File: config.mk
export PLATFORM = sky130hd
export DESIGN_NAME = contador_mes_flat
export DESIGN_NICKNAME = d
export VERILOG_FILES = /design/src/rtl/contador_mes_if.sv /design/src/rtl/contador_mes.sv /design/src/flat_wrapper.sv
export SDC_FILE = /design/constraint.sdc
export NUM_CORES = 1
export LEC_CHECK = 0
export BUFFER_PORTS_ARGS = -buffer_cell sky130_fd_sc_hd__buf_2
export CORE_UTILIZATION = 53
export CTS_BUF_LIST = sky130_fd_sc_hd__clkbuf_4 sky130_fd_sc_hd__clkbuf_8 sky130_fd_sc_hd__clkbuf_16
export DETAILED_ROUTE_END_ITERATION = 6
export MAX_ROUTING_LAYER = met4
export PLACE_DENSITY_LB_ADDON = 0.3
export SYNTH_ARGS = -nofsm -noshare
export SYNTH_HDL_FRONTEND = slang
export SYNTH_SLANG_ARGS = --single-unit
File: constraint.sdc
create_clock -name clk -period 2.39 [get_ports clk]
set_input_delay 0.478 -clock clk [delete_from_list [all_inputs] [get_ports clk]]
set_output_delay 0.478 -clock clk [all_outputs]
set_load 0.005 [all_outputs]
File: src/rtl/contador_mes_if.sv
// ============================================================================
// contador_mes_if : month counter control and status bundle
// Revision 1.0
// ============================================================================
`default_nettype none

interface contador_mes_if;
  logic       i_tick_dia;
  logic       i_edit;
  logic       i_up;
  logic       i_down;
  logic       i_load;
  logic [3:0] i_load_val;
  logic       i_bisiesto;
  logic [3:0] o_ref;
  logic       o_carry_anio;
  logic [4:0] o_dias_max;
  logic       o_editando;
  logic       o_load_err;

  modport master (
    output i_tick_dia, i_edit, i_up, i_down, i_load, i_load_val, i_bisiesto,
    input  o_ref, o_carry_anio, o_dias_max, o_editando, o_load_err
  );

  modport slave (
    input  i_tick_dia, i_edit, i_up, i_down, i_load, i_load_val, i_bisiesto,
    output o_ref, o_carry_anio, o_dias_max, o_editando, o_load_err
  );
endinterface

`default_nettype wire

File: src/rtl/contador_mes.sv
// ============================================================================
// contador_mes : month-of-year counter (0..11) with edit auto-repeat and load
// Revision 1.0
// ============================================================================
`default_nettype none

module contador_mes #(
  parameter int REP_DELAY = 25_000_000,
  parameter int REP_RATE  = 5_000_000
) (
  input  wire logic        clk,
  input  wire logic        rst_n,
  contador_mes_if.slave    bus
);

  localparam int c_rep_max = (REP_DELAY > REP_RATE) ? REP_DELAY : REP_RATE;
  localparam int c_cnt_w   = $clog2(c_rep_max + 1);
  localparam logic [c_cnt_w-1:0] c_delay = c_cnt_w'(REP_DELAY);
  localparam logic [c_cnt_w-1:0] c_rate  = c_cnt_w'(REP_RATE);
  localparam logic [c_cnt_w-1:0] c_one   = c_cnt_w'(1);
  localparam logic [3:0]         c_last  = 4'd11;

  typedef enum logic [0:0] {
    ST_RUN  = 1'b0,
    ST_EDIT = 1'b1
  } state_t;

  state_t             r_state;
  logic [3:0]         r_ref;
  logic               r_carry;
  logic               r_load_err;
  logic               r_editando;
  logic               r_prev_up;
  logic               r_prev_dn;
  logic [c_cnt_w-1:0] r_rep_cnt;

  logic       w_load_ok;
  logic       w_one;
  logic       w_rise;
  logic [3:0] w_ref_inc;
  logic [3:0] w_ref_dec;
  logic [3:0] w_ref_step;

  assign w_load_ok  = bus.i_load && (bus.i_load_val <= c_last);
  assign w_one      = bus.i_up ^ bus.i_down;
  // A direction switch while held also counts as a rising edge.
  assign w_rise     = w_one && (bus.i_up ? !r_prev_up : !r_prev_dn);
  assign w_ref_inc  = (r_ref == c_last) ? 4'd0 : r_ref + 4'd1;
  assign w_ref_dec  = (r_ref == 4'd0) ? c_last : r_ref - 4'd1;
  assign w_ref_step = bus.i_up ? w_ref_inc : w_ref_dec;

  always_ff @(posedge clk) begin
    if (!rst_n) begin
      r_state    <= ST_RUN;
      r_editando <= 1'b0;
      r_ref      <= 4'd0;
      r_carry    <= 1'b0;
      r_load_err <= 1'b0;
      r_prev_up  <= 1'b0;
      r_prev_dn  <= 1'b0;
      r_rep_cnt  <= '0;
    end else begin
      r_prev_up  <= bus.i_up;
      r_prev_dn  <= bus.i_down;
      r_state    <= bus.i_edit ? ST_EDIT : ST_RUN;
      r_editando <= bus.i_edit;
      r_carry    <= 1'b0;
      r_load_err <= bus.i_load && !w_load_ok;

      if (w_load_ok) begin
        r_ref     <= bus.i_load_val;
        r_rep_cnt <= '0;
      end else if (r_state == ST_EDIT) begin
        // A zero counter while held means "not armed": no step until a new edge.
        if (!w_one) begin
          r_rep_cnt <= '0;
        end else if (w_rise) begin
          r_ref     <= w_ref_step;
          r_rep_cnt <= c_delay;
        end else if (r_rep_cnt == c_one) begin
          r_ref     <= w_ref_step;
          r_rep_cnt <= c_rate;
        end else if (r_rep_cnt != '0) begin
          r_rep_cnt <= r_rep_cnt - c_one;
        end
      end else begin
        r_rep_cnt <= '0;
        if (bus.i_tick_dia) begin
          r_ref   <= w_ref_inc;
          r_carry <= (r_ref == c_last);
        end
      end
    end
  end

  always_comb begin
    bus.o_dias_max = 5'd31;
    case (r_ref)
      4'd1:                      bus.o_dias_max = bus.i_bisiesto ? 5'd29 : 5'd28;
      4'd3, 4'd5, 4'd8, 4'd10:   bus.o_dias_max = 5'd30;
      default:                   bus.o_dias_max = 5'd31;
    endcase
  end

  assign bus.o_ref        = r_ref;
  assign bus.o_carry_anio = r_carry;
  assign bus.o_editando   = r_editando;
  assign bus.o_load_err   = r_load_err;

endmodule

`default_nettype wire
File: src/flat_wrapper.sv
// flat-port wrapper written by rule: the top's interface ports become plain ports
module contador_mes_flat 
#(
  parameter int REP_DELAY = 25_000_000,
  parameter int REP_RATE  = 5_000_000
)
  (clk, rst_n, bus_i_tick_dia, bus_i_edit, bus_i_up, bus_i_down, bus_i_load, bus_i_load_val, bus_i_bisiesto, bus_o_ref, bus_o_carry_anio, bus_o_dias_max, bus_o_editando, bus_o_load_err);
  contador_mes_if bus_i ();
  input  wire logic clk;
  input  wire logic rst_n;
  input wire logic [$bits(bus_i.i_tick_dia)-1:0] bus_i_tick_dia;
  input wire logic [$bits(bus_i.i_edit)-1:0] bus_i_edit;
  input wire logic [$bits(bus_i.i_up)-1:0] bus_i_up;
  input wire logic [$bits(bus_i.i_down)-1:0] bus_i_down;
  input wire logic [$bits(bus_i.i_load)-1:0] bus_i_load;
  input wire logic [$bits(bus_i.i_load_val)-1:0] bus_i_load_val;
  input wire logic [$bits(bus_i.i_bisiesto)-1:0] bus_i_bisiesto;
  output wire logic [$bits(bus_i.o_ref)-1:0] bus_o_ref;
  output wire logic [$bits(bus_i.o_carry_anio)-1:0] bus_o_carry_anio;
  output wire logic [$bits(bus_i.o_dias_max)-1:0] bus_o_dias_max;
  output wire logic [$bits(bus_i.o_editando)-1:0] bus_o_editando;
  output wire logic [$bits(bus_i.o_load_err)-1:0] bus_o_load_err;
  assign bus_i.i_tick_dia = bus_i_tick_dia;
  assign bus_i.i_edit = bus_i_edit;
  assign bus_i.i_up = bus_i_up;
  assign bus_i.i_down = bus_i_down;
  assign bus_i.i_load = bus_i_load;
  assign bus_i.i_load_val = bus_i_load_val;
  assign bus_i.i_bisiesto = bus_i_bisiesto;
  assign bus_o_ref = bus_i.o_ref;
  assign bus_o_carry_anio = bus_i.o_carry_anio;
  assign bus_o_dias_max = bus_i.o_dias_max;
  assign bus_o_editando = bus_i.o_editando;
  assign bus_o_load_err = bus_i.o_load_err;
  contador_mes #(.REP_DELAY(REP_DELAY), .REP_RATE(REP_RATE)) u_core (.clk(clk), .rst_n(rst_n), .bus(bus_i));
endmodule
==> impl_summary.txt, run 1 <==
----------------------------------------------------
[Run status]
  Run status ... finished, final reports clean

[Logic synthesis]
  Top_reg_cell synth ... sky130_fd_sc_hd__dfxtp_1
  Number of synthesized register bits ... 34
  Arithmetic-cell share of the synthesized area counting full adders, half adders and majority gates ... 4.27%
  Average instance area after synthesis ... 8.18 um2
  Number of synthesized flops with an enable pin ... 0
  Fraction of registers with async set/reset ... 0%
  Main combinational cell family by area after synthesis ... simple AND/OR/NAND/NOR gates
  Synthesized-area fraction occupied by and/or/nand/nor cells ... 28.1%
  Complex-gate fraction of the synthesized area ... 20.7%
  Portion of the post-synthesis area used by sequential elements ... 33.2%
  Netlist Area Pre-Place ... 2050 um2
  Area share of xor/xnor cells in the synthesized design ... 7.68%
  Number of warning messages in the yosys log ... 0
  Count of different cell masters after synthesis ... 48
  Multiplexer share of the synthesized area ... 1.04%
  Post-Syn Instances ... 251

[Detailed routing]
  Number of vias in the routed layout ... 1917
  Residual DRC count ... 0
  Wirelength, routed ... 4790 um
  Remaining antenna violation count after routing ... 0
  Average wire per cell in the routed design ... 14.7 um
  Vias per cell ... 5.88
  Drt pass-1 iters ... 4
  Initial DRC Count ... 148

[Timing]
  Final setup vio count ... 0
  Total count of max-transition violations in the final report ... 0
  Least setup slack across all paths after layout ... 0.145 ns
  Worst clock skew ... 0.00961 ns
  Max Fclk ... 446 MHz
  Relative max-transition margin ... 61.7%
  Total negative slack ... 0 ns
  Final critical path time including I/O delays and setup ... 2.24 ns
  Tcrit/Tclk final ... 93.9%
  Final Hold Vio Count ... 0
  Setup repair after global routing missed its margin ... no
  Worst-margin pin slew ... 0.570 ns

[Global routing]
  Global-route wire length before repair ... 8160 um
  Largest net degree at the start of global routing ... 14
  Total grt overflow ... 0
  Number of antenna violations at the first check in global routing ... 0
  Total routing resource utilization after global routing ... 26.6%
  Vias in the first global route ... 1779

[Setup path]
  Setup slack, reg-to-reg ... 0.36 ns
  R2R Path End ... u_core.r_rep_cnt[5]
  Path depth of the worst reg2reg path ... 8
  Kind of end point of the critical path ... output port
  CP arrival ... 1.77 ns
  Type of the worst setup path ... flop to output port
  Max FO, Critical Path ... 7
  Critical Path Start Type ... flop
  Startpoint of the most critical register-to-register path ... u_core.r_rep_cnt[0]
  CP required ... 1.91 ns

[Final layout]
  Finished Layout Cells ... 326
  Area growth, synth to finish ... 15.2%
  Filler instances ... 341
  Share of layout cells above drive strength 1 ... 15.1%
  Combined flip-flop and latch cell area ... 682 um2
  Fin nets ... 296
  Utilization of the core after routing ... 64.1%
  Multi-input logic area ... 1280 um2
  Number of inserted diodes ... 0

[Power]
  Static leakage ... 0.986 nW
  PwrDens ... 684 nW/um2
  Max VDD drop ... 0.498 mV

[Clock tree]
  Root Buffer Master ... sky130_fd_sc_hd__clkbuf_8
  CTS tree ... built
  Clock-pin slew on the worst setup and hold paths ... 0.07 ns
  Hold-fix buffers at CTS ... 0
  Number of H-tree branching levels ... 2
  CTS max path bufs ... 2
  Clock Latency Late Sink ... 0.29 ns
  Number of buffers created by CTS ... 5
  Count of clock tree sinks ... 34

[Placement]
  Placed wire-length estimate after detailed placement ... 3470 um
  Worst slack, placed ... 0.237 ns
  Number of I/O port buffers ... 20
  Total placed cells including tap cells ... 317
  Final weighted congestion of routability-driven global placement ... 0.898

[Min path]
  Worst Hold Launch ... bus_i_edit
  Worst-case hold path end point ... u_core.bus.o_editando
  Path class of the lowest-slack min-delay path ... primary input to flop
  Worst hold path stage count ... 2

[Die]
  Die ar. ... 4120 um2
  Area of the core region ... 3690 um2
  Row Count ... 22
  DIE HEIGHT ... 64.2 um
  # IOs ... 24
  Overall die width ... 64.2 um
  Initial standard-cell utilization of the core ... 55.6%

[Job]
  Count of maximum capacitance violations ... 0

----------------------------------------------------
through the flow:
step	hold WS (ns)	power (mW)	cell area, um2
final	0.386	1.62	2360
after global placement	0.471	0.956	2210
after CTS	0.386	1.62	2360
after detailed placement	0.480	0.958	2210
after global routing	0.408	1.70	2360
after floorplan	0.453	0.872	2060
cell usage in the layout (no fill, tap or decap), types with 11 or more instances in the layout:
| cell | netlist | layout |
|---|---|---|
| sky130_fd_sc_hd__o21ai_0 | 11 | 11 |
| sky130_fd_sc_hd__nor2_1 | 17 | 17 |
| sky130_fd_sc_hd__nand4_1 | 11 | 11 |
| sky130_fd_sc_hd__nand2_1 | 20 | 20 |
| sky130_fd_sc_hd__a21oi_1 | 16 | 16 |
| sky130_fd_sc_hd__nor3_1 | 11 | 11 |
| sky130_fd_sc_hd__inv_1 | 13 | 13 |
| sky130_fd_sc_hd__buf_2 | 2 | 20 |
| sky130_fd_sc_hd__dfxtp_1 | 34 | 33 |
| sky130_fd_sc_hd__xor2_1 | 11 | 11 |
where the power goes:
group	leakage, nW	switching, mW	internal (mW)
Sequential	0.276	0.0268	0.583
Combinational	0.639	0.194	0.155
Clock	0.0714	0.214	0.445
kinds of logic after synthesis:
group / count (synthesis)
flip-flops: 34
other: 1
buffers and inverters: 23
adder cells (fa/ha/maj): 7
AO/OA/AOI/OAI: 65
XOR/XNOR: 18
multiplexers: 2
AND/OR/NAND/NOR: 101
worst max path at each step:
stage / start / to / cells after the start
finish: u_core.bus.o_ref[1] / bus_o_dias_max[0] / 6
global route: u_core.bus.o_ref[1] / bus_o_dias_max[0] / 6
CTS: u_core.bus.o_ref[1] / bus_o_dias_max[0] / 6
detailed placement: u_core.r_rep_cnt[0] / u_core.r_rep_cnt[12] / 7
global placement: u_core.r_rep_cnt[0] / u_core.r_rep_cnt[12] / 7
floorplan: u_core.r_rep_cnt[2] / u_core.r_rep_cnt[21] / 5
Yosys cell counts, types with 6 or more instances:
cell,instances,area (um2)
sky130_fd_sc_hd__ha_1,7,87.6
sky130_fd_sc_hd__and2_1,6,37.5
sky130_fd_sc_hd__nor2_1,17,63.8
sky130_fd_sc_hd__nor3_1,11,55.1
sky130_fd_sc_hd__a31oi_1,7,43.8
sky130_fd_sc_hd__xor2_1,11,96.3
sky130_fd_sc_hd__o31ai_1,6,45.0
sky130_fd_sc_hd__a21oi_1,16,80.1
sky130_fd_sc_hd__dfxtp_1,34,681
sky130_fd_sc_hd__nand4_1,11,68.8
sky130_fd_sc_hd__nand2_1,20,75.1
sky130_fd_sc_hd__o211ai_1,6,45.0
sky130_fd_sc_hd__nand3_1,9,45.0
sky130_fd_sc_hd__inv_1,13,48.8
sky130_fd_sc_hd__o21ai_0,11,55.1
sky130_fd_sc_hd__xnor2_1,7,61.3
critical path, stage by stage, from the launching register on:
cell and delay, ns:
sky130_fd_sc_hd__dfxtp_1 0.46, sky130_fd_sc_hd__inv_1 0.12, sky130_fd_sc_hd__ha_1 0.22, sky130_fd_sc_hd__or3_1 0.35, sky130_fd_sc_hd__a21oi_1 0.15, sky130_fd_sc_hd__a31oi_1 0.05
sky130_fd_sc_hd__buf_2 0.13
layer usage:
metal  track usage (%)  vias up  routed length (um)
li1                  -      975                   -
met1              36.3      874                2300
met2              36.6       63                2110
met3              7.86        5                 330
met4              10.3        0                  55
met5                 -        -                   0
state kept, by name (all words and copies together) (netlist names):
| name | count |
|---|---|
| u_core.r_prev_up | 1 |
| u_core.bus.o_load_err | 1 |
| u_core.bus.o_ref | 4 |
| u_core.bus.o_editando | 1 |
| u_core.bus.o_carry_anio | 1 |
| u_core.r_rep_cnt | 25 |
| u_core.r_prev_dn | 1 |
repair_timing:
item | CTS | global route
resized for setup | 0 | 1
setup endpoints to repair | 0 | 2
buffers inserted | 0 | 1
layout make-up:
type	instances	share of cell area [%]
Multi-Input combinational cell	196	54.1
Clock buffer	6	3.49
Tap cell	48	2.54
Timing Repair Buffer	27	6.46
Sequential cell	34	28.8
Clock inverter	2	2.54
Inverter	13	2.06
(Power assumes the default switching activity.)
==> run 2: changes to the inputs <==
CELL_PAD_IN_SITES_DETAIL_PLACEMENT = 1   (was not set)
CELL_PAD_IN_SITES_GLOBAL_PLACEMENT = 2   (was not set)
CORE_UTILIZATION = 34   (was 53)
==> run 2 against run 1 <==
Worst setup slack better by 0.016 ns. First-iteration DRC count is 52% lower. Critical path depth stayed put. Hold slack better by 0.0040 ns. Die area is 54% higher. Routed wire length is 21% higher. Largest power group is now registers. Highest routed layer unchanged.
==> impl_summary.txt, run 2 (same netlist as run 1, synthesis figures left out) <==
----------------------------------------------------
[Power]
  PwrDens ... 608 nW/um2
  Total Power Consumption ... 1.43 mW
  Max VDD drop ... 0.359 mV
  Static leakage ... 0.961 nW

[Die]
  Row Count ... 27
  # IOs ... 24
  DIE HEIGHT ... 79.7 um
  Initial standard-cell utilization of the core ... 36.2%
  Overall die width ... 79.7 um
  Die ar. ... 6350 um2
  Area of the core region ... 5680 um2

[Clock tree]
  Root Buffer Master ... sky130_fd_sc_hd__clkbuf_8
  CTS tree ... built
  Clock Latency Late Sink ... 0.30 ns
  Number of buffers created by CTS ... 5
  CTS max path bufs ... 2
  Number of H-tree branching levels ... 2
  Count of clock tree sinks ... 34
  Hold-fix buffers at CTS ... 0
  Clock-pin slew on the worst setup and hold paths ... 0.08 ns

[Global routing]
  Global-route wire length before repair ... 10100 um
  Total routing resource utilization after global routing ... 21.3%
  Total grt overflow ... 0
  Vias in the first global route ... 2018
  Largest net degree at the start of global routing ... 14
  Number of antenna violations at the first check in global routing ... 0

[Detailed routing]
  Number of vias in the routed layout ... 1948
  Residual DRC count ... 0
  Vias per cell ... 5.57
  Wirelength, routed ... 5780 um
  Average wire per cell in the routed design ... 16.5 um
  Initial DRC Count ... 71
  Drt pass-1 iters ... 4
  Remaining antenna violation count after routing ... 0

[Final layout]
  Flip-flop count of the largest register, all copies and words added ... 25
  Highest-count cells in the layout ignoring fill and taps ... sky130_fd_sc_hd__dfxtp_1, sky130_fd_sc_hd__nand2_1, sky130_fd_sc_hd__buf_2
  Fin nets ... 296
  Most common cell after layout, fill and taps aside ... sky130_fd_sc_hd__dfxtp_1
  Number of inserted diodes ... 0
  Filler instances ... 712
  Share of layout cells above drive strength 1 ... 15.1%
  Register ranked first by flip-flop count ... u_core.r_rep_cnt
  Utilization of the core after routing ... 41.4%
  Area of all placed cells without fillers ... 2350 um2
  Multi-input logic area ... 1280 um2
  Combined flip-flop and latch cell area ... 682 um2
  Area growth, synth to finish ... 14.4%

[Placement]
  Number of I/O port buffers ... 20
  Placed standard-cell area ... 2250 um2
  Placed wire-length estimate after detailed placement ... 4370 um
  Final weighted congestion of routability-driven global placement ... 0.848

[Timing]
  Total negative slack ... 0 ns
  Tcrit/Tclk final ... 93.3%
  Final Hold Vio Count ... 0
  Worst-margin pin slew ... 0.664 ns
  Final setup vio count ... 0
  Total count of max-transition violations in the final report ... 0
  Setup repair after global routing missed its margin ... no
  Final critical path time including I/O delays and setup ... 2.23 ns
  Relative max-transition margin ... 55.4%
  Max Fclk ... 449 MHz
  Worst clock skew ... 0.0102 ns
  Hold_ws ... 0.390 ns

[Setup path]
  Max FO, Critical Path ... 7
  Path depth of the worst reg2reg path ... 5
  CP max stage cell ... sky130_fd_sc_hd__dfxtp_1
  CP required ... 1.91 ns
  Critical Path Start Type ... flop
  Critical path's largest stage delay ... 0.44 ns
  Kind of end point of the critical path ... output port
  Type of the worst setup path ... flop to output port
  Critical Path, Cell by Cell ... inv_1, ha_1, or3_1, a21oi_1, a31oi_1, buf_2
  CP arrival ... 1.75 ns

[Min path]
  Path class of the lowest-slack min-delay path ... primary input to flop
  Worst hold path stage count ... 2

[Run status]
  Run status ... finished, final reports clean

[Job]
  Count of maximum capacitance violations ... 0

----------------------------------------------------
==> run 2: cell count changes in the layout (fill, tap and decap cells not counted) <==
cell / previous run / this run
sky130_fd_sc_hd__clkinv_2: 0 / 1
sky130_fd_sc_hd__clkinvlp_4: 0 / 1
sky130_fd_sc_hd__bufinv_16: 2 / 0
==> run 2: timing repair <==
action | 4_1_cts | 5_1_grt
setup endpoints to repair | 0 | 1
buffers inserted | 0 | 0
gates resized for setup | 0 | 1
==> run 2: path summary, 6_finish.rpt <==
kind	slack (ns)	end	start
max	0.16	bus_o_dias_max[0]	u_core.bus.o_ref[1]
min	0.39	u_core.bus.o_editando	bus_i_edit
min reg2reg	0.50	u_core.r_rep_cnt[10]	u_core.r_rep_cnt[10]
max reg2reg	0.26	u_core.bus.o_ref[2]	u_core.r_rep_cnt[2]
==> run 2: final cells by class <==
class / instances / share of cell area, %
sequential: 34 / 29.1
clock buffer: 6 / 3.52
timing repair buffer: 27 / 6.50
tap: 72 / 3.84
inverter: 13 / 2.08
clock inverter: 2 / 0.533
multi-input combinational: 196 / 54.5
==> run 2: worst max-delay path: cells and delay by family, from the launching register on <==
family | cells | cell delay (ns)
AO/OA/AOI/OAI | 2 | 0.21
adder cells (fa/ha/maj) | 1 | 0.22
buffers and inverters | 2 | 0.25
flip-flops | 1 | 0.44
AND/OR/NAND/NOR | 1 | 0.34
==> run 2: report_power, final <==
part / internal [mW] / switching [mW] / total (mW)
combinational: 0.155 / 0.205 / 0.360
clock: 0.232 / 0.226 / 0.457
sequential: 0.583 / 0.0274 / 0.610
total: 0.970 / 0.458 / 1.43
==> run 2: through the flow <==
step	worst slack (ns)	std cells
finish	0.161	350
global route	0.0493	350
CTS	0.140	350
detailed placement	0.134	342
global placement	0.156	342
floorplan	0.491	253
==> run 2: routing by layer <==
| metal | global-route usage (%) | up-vias | share of wire, % |
|---|---|---|---|
| met5 | - | - | 0 |
| met4 | 6.73 | 0 | 1.2 |
| met3 | 3.54 | 7 | 2.3 |
| met2 | 34.1 | 19 | 47 |
| met1 | 27.3 | 951 | 50 |
| li1 | - | 971 | - |
==> run 3: changes to the inputs <==
CORE_UTILIZATION = 31   (was 34)
clock period = 1.9 ns   (was 2.39 ns; I/O delays follow)
==> run 3 against run 2 <==
Clock skew down 0.0053 ns. First-iteration DRC count increased by 11%. Sequential cell count unchanged. Non-clock buffer count is 25 higher. Largest cell class unchanged.
==> impl_summary.txt, run 3 (same netlist as run 1, synthesis figures left out) <==
----------------------------------------------------
[Final layout]
  Register ranked first by flip-flop count ... u_core.r_rep_cnt
  Area growth, synth to finish ... 29.6%
  Utilization of the core after routing ... 41.7%
  Share of layout cells above drive strength 1 ... 27.7%
  Number of inserted diodes ... 0
  Flip-flop count of the largest register, all copies and words added ... 25
  Highest-count cells in the layout ignoring fill and taps ... sky130_fd_sc_hd__buf_4, sky130_fd_sc_hd__dfxtp_1, sky130_fd_sc_hd__nand2_1, sky130_fd_sc_hd__buf_2, sky130_fd_sc_hd__nor2_1
  Finished Layout Cells ... 380
  Fin nets ... 321

[Clock tree]
  CTS tree ... built
  Number of buffers created by CTS ... 5
  Count of clock tree sinks ... 34
  Clock Latency Late Sink ... 0.30 ns
  CTS max path bufs ... 2
  Root Buffer Master ... sky130_fd_sc_hd__clkbuf_8
  Number of H-tree branching levels ... 2
  Clock-pin slew on the worst setup and hold paths ... 0.07 ns

[Timing]
  Worst clock skew ... 0.00486 ns
  Final critical path time including I/O delays and setup ... 1.89 ns
  Setup repair after global routing missed its margin ... yes
  Hold_ws ... 0.288 ns
  Total negative slack ... 0 ns
  Final Hold Vio Count ... 0
  Total count of max-transition violations in the final report ... 0
  Tcrit/Tclk final ... 99.6%
  Final setup vio count ... 0
  Max Fclk ... 528 MHz

[Placement]
  Placed wire-length estimate after detailed placement ... 4780 um
  Total placed cells including tap cells ... 369
  Number of I/O port buffers ... 20
  Final weighted congestion of routability-driven global placement ... 0.796

[Setup path]
  Type of the worst setup path ... flop to output port
  Critical Path Start Type ... flop
  CP required ... 1.52 ns
  CP arrival ... 1.51 ns
  Kind of end point of the critical path ... output port
  Max FO, Critical Path ... 4

[Die]
  Die ar. ... 6950 um2
  Row Count ... 29
  DIE HEIGHT ... 83.4 um
  Area of the core region ... 6390 um2
  # IOs ... 24
  Initial standard-cell utilization of the core ... 32.1%
  Overall die width ... 83.4 um

[Global routing]
  Total grt overflow ... 0
  Total routing resource utilization after global routing ... 19.4%
  Number of antenna violations at the first check in global routing ... 0
  Vias in the first global route ... 2101
  Largest net degree at the start of global routing ... 14
  Global-route wire length before repair ... 10400 um

[Detailed routing]
  Initial DRC Count ... 79
  Remaining antenna violation count after routing ... 0
  Number of vias in the routed layout ... 2053
  Drt pass-1 iters ... 4
  Vias per cell ... 5.40
  Average wire per cell in the routed design ... 16.7 um
  Wirelength, routed ... 6340 um
  Residual DRC count ... 0

[Power]
  Static leakage ... 1.12 nW
  Total Power Consumption ... 1.88 mW
  PwrDens ... 706 nW/um2
  Max VDD drop ... 0.336 mV

[Job]
  Count of maximum capacitance violations ... 0

[Min path]
  Path class of the lowest-slack min-delay path ... primary input to flop

[Run status]
  Run status ... finished, final reports clean

----------------------------------------------------
[run 3: cell types whose count changed in the layout (fill, tap and decap cells not counted), moves of 3 or more]
cell | previous run | this run
sky130_fd_sc_hd__ha_1 | 7 | 3
sky130_fd_sc_hd__buf_4 | 7 | 30
sky130_fd_sc_hd__ha_4 | 0 | 3
sky130_fd_sc_hd__dfxtp_1 | 33 | 30
[run 3: power by group]
group	internal (mW)	switching, mW
logic	0.244	0.282
registers	0.734	0.0316
clock network	0.307	0.280
[run 3: worst max-delay path, stage by stage, from the launching register on]
cell and delay, ns:
sky130_fd_sc_hd__dfxtp_4 0.39, sky130_fd_sc_hd__inv_4 0.05, sky130_fd_sc_hd__ha_4 0.15, sky130_fd_sc_hd__or3_4 0.32, sky130_fd_sc_hd__a21oi_2 0.13, sky130_fd_sc_hd__a31oi_1 0.04, sky130_fd_sc_hd__buf_2 0.13
[run 3: layer usage]
| layer | global-route usage [%] | share of wire [%] | vias to the layer above |
|---|---|---|---|
| met5 | - | 0 | - |
| met4 | 5.64 | 1.4 | 0 |
| met3 | 2.98 | 2.3 | 9 |
| met2 | 31.1 | 47 | 30 |
| met1 | 25.1 | 50 | 989 |
| li1 | - | - | 1025 |
[run 3: final timing paths]
path | startpoint | end | slack [ns] | cells past startpoint
max | u_core.bus.o_ref[1] | bus_o_dias_max[0] | 0.007 | 6
min | bus_i_edit | u_core.bus.o_editando | 0.29 | 2
max reg2reg | u_core.r_rep_cnt[18] | u_core.bus.o_ref[1] | 0.11 | 7
min reg2reg | u_core.r_rep_cnt[10] | u_core.r_rep_cnt[10] | 0.49 | 2
[run 3: cell type report]
cell class              instances  area, um2
clock buffers                   7       90.1
clock inverters                 1       5.00
fillers                       777       3730
inverters                      13       51.3
multi-input cells             196       1370
flip-flops and latches         34        691
well taps                      77       96.3
repair buffers                 52        357
[run 3: per-stage QoR]
step                      setup slack (ns)  instance area (um2)
after floorplan                   0.000842                 2060
after global placement            -0.00638                 2430
after detailed placement           -0.0941                 2430
after CTS                          -0.0283                 2560
after global routing               -0.0612                 2660
final                              0.00742                 2660
[run 3: what timing repair did]
item / 4_1_cts / 5_1_grt
pin swaps: 3 / 5
endpoints found under the setup margin: 11 / 22
hold buffers: 0 / 0
gates resized for setup: 6 / 22
setup buffers: 3 / 0
